`src/rtl/csa_accum_ctrl.sv`:
```
// csa_accum_ctrl: sequencer for a multi-operand carry-save accumulator.
//
// Operand pairs are absorbed one per cycle into a redundant (S, C) state
// through a row of WIDTH 4:2 compressors. No carry propagates in this loop.
// After the last beat, the redundant state is resolved to binary by
// iterating a half-adder row until C is zero. The result is then offered on
// a valid/ready output.
//
// Ports:
//   clk, rst_n          clock, asynchronous active-low reset
//   start               job request, honoured only while idle
//   busy                job in flight (start accept .. output handshake)
//   in_valid/in_ready   operand beat handshake
//   in_a, in_b, in_bv   operands; in_b counts as zero when in_bv=0
//   in_last             final beat of the job
//   out_valid/out_ready result handshake
//   out_sum, out_ovf    sum modulo 2^WIDTH, true sum >= 2^WIDTH
//   out_cycles          (CSA_ACCUM_CYCLE_CNT_EN only) busy cycles up to result
//
// Optional feature macro: CSA_ACCUM_CYCLE_CNT_EN
module csa_accum_ctrl #(
  parameter int unsigned WIDTH = 16
) (
  input  logic             clk,
  input  logic             rst_n,
  input  logic             start,
  output logic             busy,
  input  logic             in_valid,
  output logic             in_ready,
  input  logic [WIDTH-1:0] in_a,
  input  logic [WIDTH-1:0] in_b,
  input  logic             in_bv,
  input  logic             in_last,
  output logic             out_valid,
  input  logic             out_ready,
  output logic [WIDTH-1:0] out_sum,
  output logic             out_ovf
`ifdef CSA_ACCUM_CYCLE_CNT_EN
 ,output logic [15:0]      out_cycles
`endif
);

  typedef enum logic [1:0] {IDLE, ACCUM, RESOLVE, DONE} state_t;

  state_t           state_q, state_d;
  logic [WIDTH-1:0] s_q, s_d;
  logic [WIDTH-1:0] c_q, c_d;
  logic             ovf_q, ovf_d;
  logic [WIDTH-1:0] sum_q, sum_d;
  logic             oovf_q, oovf_d;

  // The 4:2 compressor row is built as two full-adder layers.
  // The first layer's carry (cout) depends only on S, C and in_a, so it feeds
  // bit i+1 of the second layer without forming a ripple chain.
  logic [WIDTH-1:0] b_eff;
  logic [WIDTH-1:0] fa1_s;
  logic [WIDTH-1:0] row_cout;
  logic [WIDTH-1:0] row_cin;
  logic [WIDTH-1:0] row_o;
  logic [WIDTH-1:0] row_c1;
  logic [WIDTH-1:0] sc_and;

  always_comb begin
    b_eff    = in_b & {WIDTH{in_bv}};
    fa1_s    = s_q ^ c_q ^ in_a;
    row_cout = (s_q & c_q) | (s_q & in_a) | (c_q & in_a);
    row_cin  = {row_cout[WIDTH-2:0], 1'b0};
    row_o    = fa1_s ^ b_eff ^ row_cin;
    row_c1   = (fa1_s & b_eff) | (fa1_s & row_cin) | (b_eff & row_cin);
    sc_and   = s_q & c_q;
  end

  always_comb begin
    state_d = state_q;
    s_d     = s_q;
    c_d     = c_q;
    ovf_d   = ovf_q;
    sum_d   = sum_q;
    oovf_d  = oovf_q;
    unique case (state_q)
      IDLE: begin
        if (start) begin
          s_d     = '0;
          c_d     = '0;
          ovf_d   = 1'b0;
          state_d = ACCUM;
        end
      end
      ACCUM: begin
        if (in_valid) begin
          s_d   = row_o;
          c_d   = {row_c1[WIDTH-2:0], 1'b0};
          // Either carry leaving the top bit carries weight 2^WIDTH.
          ovf_d = ovf_q | row_c1[WIDTH-1] | row_cout[WIDTH-1];
          if (in_last) begin
            state_d = RESOLVE;
          end
        end
      end
      RESOLVE: begin
        // Each step adds at least one trailing zero to C, so the loop
        // ends after at most WIDTH iterations.
        if (c_q == '0) begin
          sum_d   = s_q;
          oovf_d  = ovf_q;
          state_d = DONE;
        end else begin
          s_d   = s_q ^ c_q;
          c_d   = {sc_and[WIDTH-2:0], 1'b0};
          ovf_d = ovf_q | sc_and[WIDTH-1];
        end
      end
      DONE: begin
        if (out_ready) begin
          state_d = IDLE;
        end
      end
      default: state_d = IDLE;
    endcase
  end

  always_ff @(posedge clk or negedge rst_n) begin
    if (!rst_n) begin
      state_q <= IDLE;
      s_q     <= '0;
      c_q     <= '0;
      ovf_q   <= 1'b0;
      sum_q   <= '0;
      oovf_q  <= 1'b0;
    end else begin
      state_q <= state_d;
      s_q     <= s_d;
      c_q     <= c_d;
      ovf_q   <= ovf_d;
      sum_q   <= sum_d;
      oovf_q  <= oovf_d;
    end
  end

  // The handshake flags are decoded from the registered state.
  // Because the state register resets asynchronously, these flags also
  // drop as soon as reset is asserted.
  assign busy      = (state_q != IDLE);
  assign in_ready  = (state_q == ACCUM);
  assign out_valid = (state_q == DONE);
  assign out_sum   = sum_q;
  assign out_ovf   = oovf_q;

`ifdef CSA_ACCUM_CYCLE_CNT_EN
  logic [15:0] cnt_q;
  logic [15:0] cnt_inc;
  logic [15:0] cyc_q;

  assign cnt_inc = (cnt_q == '1) ? cnt_q : cnt_q + 16'd1;

  always_ff @(posedge clk or negedge rst_n) begin
    if (!rst_n) begin
      cnt_q <= '0;
      cyc_q <= '0;
    end else begin
      if (state_q == IDLE && start) begin
        cnt_q <= '0;
      end else if (state_q != IDLE) begin
        cnt_q <= cnt_inc;
      end
      // Capture the value the counter takes on the same edge that raises out_valid.
      if (state_q == RESOLVE && state_d == DONE) begin
        cyc_q <= cnt_inc;
      end
    end
  end

  assign out_cycles = cyc_q;
`endif

endmodule

```
`config.mk`:
```
export PLATFORM = sky130hd
export DESIGN_NAME = csa_accum_ctrl
export DESIGN_NICKNAME = d
export VERILOG_FILES = /design/src/rtl/csa_accum_ctrl.sv
export SDC_FILE = /design/constraint.sdc
export NUM_CORES = 1
export LEC_CHECK = 0
export BUFFER_PORTS_ARGS = -buffer_cell sky130_fd_sc_hd__buf_4
export CAP_MARGIN = 20
export CORE_ASPECT_RATIO = 1.1
export CORE_MARGIN = 2
export CORE_UTILIZATION = 25
export DETAILED_ROUTE_END_ITERATION = 7
export MAX_ROUTING_LAYER = met4
export PLACE_DENSITY_LB_ADDON = 0.25
export SYNTH_ARGS = -nofsm -noshare
export SYNTH_HDL_FRONTEND = slang
export SYNTH_SLANG_ARGS = --single-unit
```
`constraint.sdc`:
```
create_clock -name clk -period 2.6 [get_ports clk]
set_input_delay 0.65 -clock clk [delete_from_list [all_inputs] [get_ports clk]]
set_output_delay 0.65 -clock clk [all_outputs]
set_load 0.02 [all_outputs]
```
; Word level (Yosys, flattened, before mapping)
; Cells that the tools add are included.
; W data, S select, Z words.
[word_totals]
mem_count = 0
mem_bits_ro = 0
ram_bits = 0
latch_bits = 0
inputBits = 39
regBits = 52
word_cells = 57
[classes]
n_lt_le_gt_ge = 0
bitwise = 18
reduce_logical = 7
div = 0
n_mux = 17
n_shift = 0
eq_ne = 9
n_mul = 0
addsub = 0
[op_table]
columns = operator, n
row1 = $and A16 B16 Y16, 7
row2 = $pmux W16 S3, 2
row3 = $mux W16, 5
row4 = $or A16 B16 Y16, 4
row5 = $xor A16 B16 Y16, 4
row6 = $logic_not A16 Y1, 1
row7 = $mux W2, 5
row8 = $ne A2 B2 Y1 const B, 4
row9 = $pmux W2 S4, 1
row10 = $reduce_and A5 Y1, 1
row11 = $eq A2 B2 Y1 const B, 2
row12 = $ne A2 B1 Y1 const B, 2
row13 = $reduce_and A4 Y1, 1
row14 = $mux W1, 3
row15 = $or A1 B1 Y1, 3
row16 = $pmux W1 S3, 1
row17 = $reduce_bool A3 Y1, 1
row18 = $eq A2 B1 Y1 const B, 1
row19 = $logic_not A2 Y1, 1
row20 = $reduce_and A2 Y1, 1
row21 = $reduce_bool A2 Y1, 1

; Longest topological paths before layout
[logic_depth]
ltp_word = 10
depth_mapped = 9

; Least setup slack after synthesis
; Ideal clock, no wire load.
[synth_timing]
path_type = input to register
start = input port in_a[14]
end = register c_q[15]
n_path_buf = 0
slack_ns = 0.440
arrival_time_ns = 2.035
setup_ns = 0.125
cell_stages = 6
t_required_ns = 2.475
cell_sequence = inv_1 -> fa_1 -> inv_1 -> fa_1 -> a22o_1 -> mux2_4
[synth_via]
elab_chain_len = 6
[synth_rtl]
columns = element, line_no
row1 = from (decl), 30  ; input logic [WIDTH-1:0] in_a,
row2 = $xor A16 B16 Y16 (*), 65  ; fa1_s = s_q ^ c_q ^ in_a;
row3 = $and A16 B16 Y16, 69  ; row_c1 = (fa1_s & b_eff) | (fa1_s & row_cin) | (b_eff & row_cin);
row4 = $or A16 B16 Y16 (*) (2 in series), 69
row5 = $mux W16 (*), 90  ; if (in_valid) begin
row6 = $pmux W16 S3 (*), 80  ; unique case (state_q)
row7 = to (signal assigned), 126  ; c_q <= '0;
row8 = to (signal assigned), 133  ; c_q <= c_d;
row9 = to (decl), 47  ; logic [WIDTH-1:0] c_q, c_d;
; Mark *: on every way between the ends. The rest lies on a longest branch, timed or not. The select of a mux whose other input is x is not followed.
; A chain may end at the register's enable or synchronous reset.

; Worst setup path in the final report
[layout_timing]
start = register state_q[0]
end = register c_q[13]
[layout_via]
elab_chain_len = 3
[layout_rtl]
columns = element, line_no
row1 = from (decl), 45  ; state_t state_q, state_d;
row2 = from (signal assigned), 131  ; state_q <= state_d;
row3 = $eq A2 B2 Y1 (tied with other cells), 80
row4 = $ne A2 B2 Y1 (no line) or $reduce_bool A3 Y1 (tied branches), -
row5 = $reduce_and A4 Y1 (no line), -
; Several ways; a longest one is shown, not always the timed one.

==> reports/results.ini <==
[logic_synthesis]
async_reset_ff_share_pct=100.0
synth.ff_latch_count=51
synth-main-ff-cell=dfrtp_1
yosysWarnings=0
avgSynthCellArea_um2=10.82
synth_edf_count=0
synth_fp_nets=419
yosysUniqueCellTypes=38
ys_seq_area_share_pct=35.95
syn_area_mm2=0.003550
synthCells=328

[timing]
fmax_mhz=464.8
finalMaxSlewViolations=0
setup-violations-final=0
period_needed_ns=2.152
hold_viol_final=0
rsz0062_at_grt=false
min_period_over_period_pct=82.75
worstMarginPinSlew_ns=0.6919
fin_worst_skew_ns=0.003702
post-route-worst-setup-slack_ns=0.4484
relSlewSlack_pct=53.87
setup-tns-final_ns=0

[worst_setup_path]
endpoint_kind=flip-flop
path_class=reg -> reg
reg2reg_from=state_q[0]
crit_buf_inv=2
cp_slowest_stage_delay_ns=0.41
crit_family=simple AND/OR/NAND/NOR gates
startpoint_type=flip-flop
cpMaxStageDelayCell=dfrtp_1
regToRegSetupSlack_ns=0.45
rr_endpoint=c_q[13]
required_ns=2.78
crit_chain=inv_1 -> ha_1 -> nor4b_2 -> nand4_1 -> nand2b_2 -> buf_12 -> mux2_4
reg2reg_depth=7
arrival_ns=2.33
cp_max_fo=30

[detailed_routing]
drt-initial-drc-count=132
num_vias=2393
wl_per_cell_um=13.69
ant_nets=0
drt_wl_total_um=7847
drcViolationCount=0
viasPerCell=4.176
dr.pass1.iters=4

[clock_tree]
cts_hold_buf=0
cts_buffers=5
clockRootBuffer=clkbuf_16
clk_latency_ns=0.29
cts_setup_buffers=0
cts_tree=built
cts_resized=0
cts_num_sinks=51
htreeDepth=2
clk_pin_slew_ns=0.07
clock_path_buffers=2

[final_layout]
final_cell_mix=70 x inv_1, 63 x buf_4, 51 x dfrtp_1
layout-drive-gt1-share_pct=21.04
nFillCells=1466
layout_commonest_cell=inv_1
fin_util_pct=31.35
area_growth_pct=22.31
final_nets=475
insertedDiodeCount=0
finalInstanceArea_mm2=0.004342

[global_route]
overflow=0
grt_usage_pct=11.31
grt_pass1_vias=2664
grt_pass1_wl_um=13180
grt_antenna_before_repair=0
grt_max_degree=52

[placement]
io_buffer_count=58
place_area_mm2=0.004185
pre_cts_slack_ns=0.2670
place_hpwl_um=5828
gp_congestion=0.7388

[flow_run]
cap_violations=0

[floorplanning]
rows=45
dieArea_mm2=0.01517
io_pins=59
initial_core_util_pct=25.63
die_h_um=129.0
core_area_mm2=0.01385
chipWidth_um=117.6

[power]
p_leak_nw=2.261
peakVddDrop_mv=0.7817
p_per_area_mw_per_mm2=1053

[status]
outcome=finished, final reports clean

[hold_path]
hold_path.class=in -> async

-- cell families (layout without fill, tap and decap cells) --
group	count (synthesis)	in the layout	share of synthesized area (%)
buf+inv	85	142	10.08
flops	51	51	35.95
fa+ha+maj	52	52	24.67
mux	35	35	10.57
compound gates	52	52	10.29
simple gates	53	53	8.425
-- worst max path at each step --
stage / endpoint / depth (start not counted) / startpoint / slack (ns)
2_1_floorplan: c_q[15] / 6 / in_a[14] / 0.44
3_3_place_gp: s_q[13] / 5 / in_a[13] / 0.30
3_5_place_dp: s_q[15] / 5 / in_a[15] / 0.27
4_1_cts: c_q[13] / 7 / state_q[0] / 0.45
5_1_grt: c_q[13] / 7 / state_q[0] / 0.29
6_report: c_q[13] / 7 / state_q[0] / 0.45
-- per-layer routing --
| layer | GRT usage (%) | vias up | wire, um |
|---|---|---|---|
| met5 | - | - | 0 |
| met3 | 2.172 | 7 | 272 |
| met1 | 14.14 | 1167 | 3860 |
| met2 | 18.57 | 41 | 3595 |
| li1 | - | 1178 | - |
| met4 | 3.614 | 0 | 119 |
-- flip-flops by register name (all words and copies together), names as in the netlist --
| signal | count |
|---|---|
| out_sum | 16 |
| s_q | 16 |
| c_q | 15 |
| state_q | 2 |
| out_ovf | 1 |
| ovf_q | 1 |
-- metrics by stage --
stage | hold slack, ns | total power [mW] | std cells
2_1_floorplan | 0.3544 | 3.227 | 328
3_3_place_gp | 0.4697 | 3.882 | 565
3_5_place_dp | 0.4755 | 3.949 | 565
4_1_cts | 0.4358 | 4.677 | 573
5_1_grt | 0.4666 | 5.001 | 573
6_report | 0.4016 | 4.574 | 573
-- final cells by class --
type / instances / area [um2] / share of cell area (%)
multi-input combinational: 192 / 1918 / 44.18
inverter: 70 / 262.8 / 6.052
clock buffer: 8 / 156.4 / 3.602
timing repair buffer: 64 / 493.0 / 11.35
tap: 188 / 235.2 / 5.418
sequential: 51 / 1276 / 29.39
-- synth_stat cells (2+ instances only) --
master    instances  area share (%)
clkbuf_1          5            0.53
buf_6             2            0.63
nor2_1            3            0.32
ha_1             22             7.8
nand2_1          21             2.2
nand2b_1          2            0.35
o21ai_0          14             2.0
and2_1           18             3.2
buf_2             4            0.56
mux2i_1          27             7.6
dfrtp_1          51              36
fa_1             30              17
buf_4             2            0.42
mux2_4            4             1.7
mux2_2            2            0.63
nor4_2            2            0.70
mux2_1            2            0.63
a22oi_1          23             4.9
a211o_1           2            0.49
a21oi_1           2            0.28
inv_1            70             7.4
a22o_1            4            0.99
-- power breakdown --
part	leakage [nW]	internal, mW	total [mW]	switching [mW]
logic	1.49	1.14	2.67	1.54
clock network	0.0772	0.411	0.706	0.295
registers	0.698	1.03	1.19	0.168
total	2.26	2.58	4.57	2.00
Note: power is estimated with default switching activity, not from simulation.
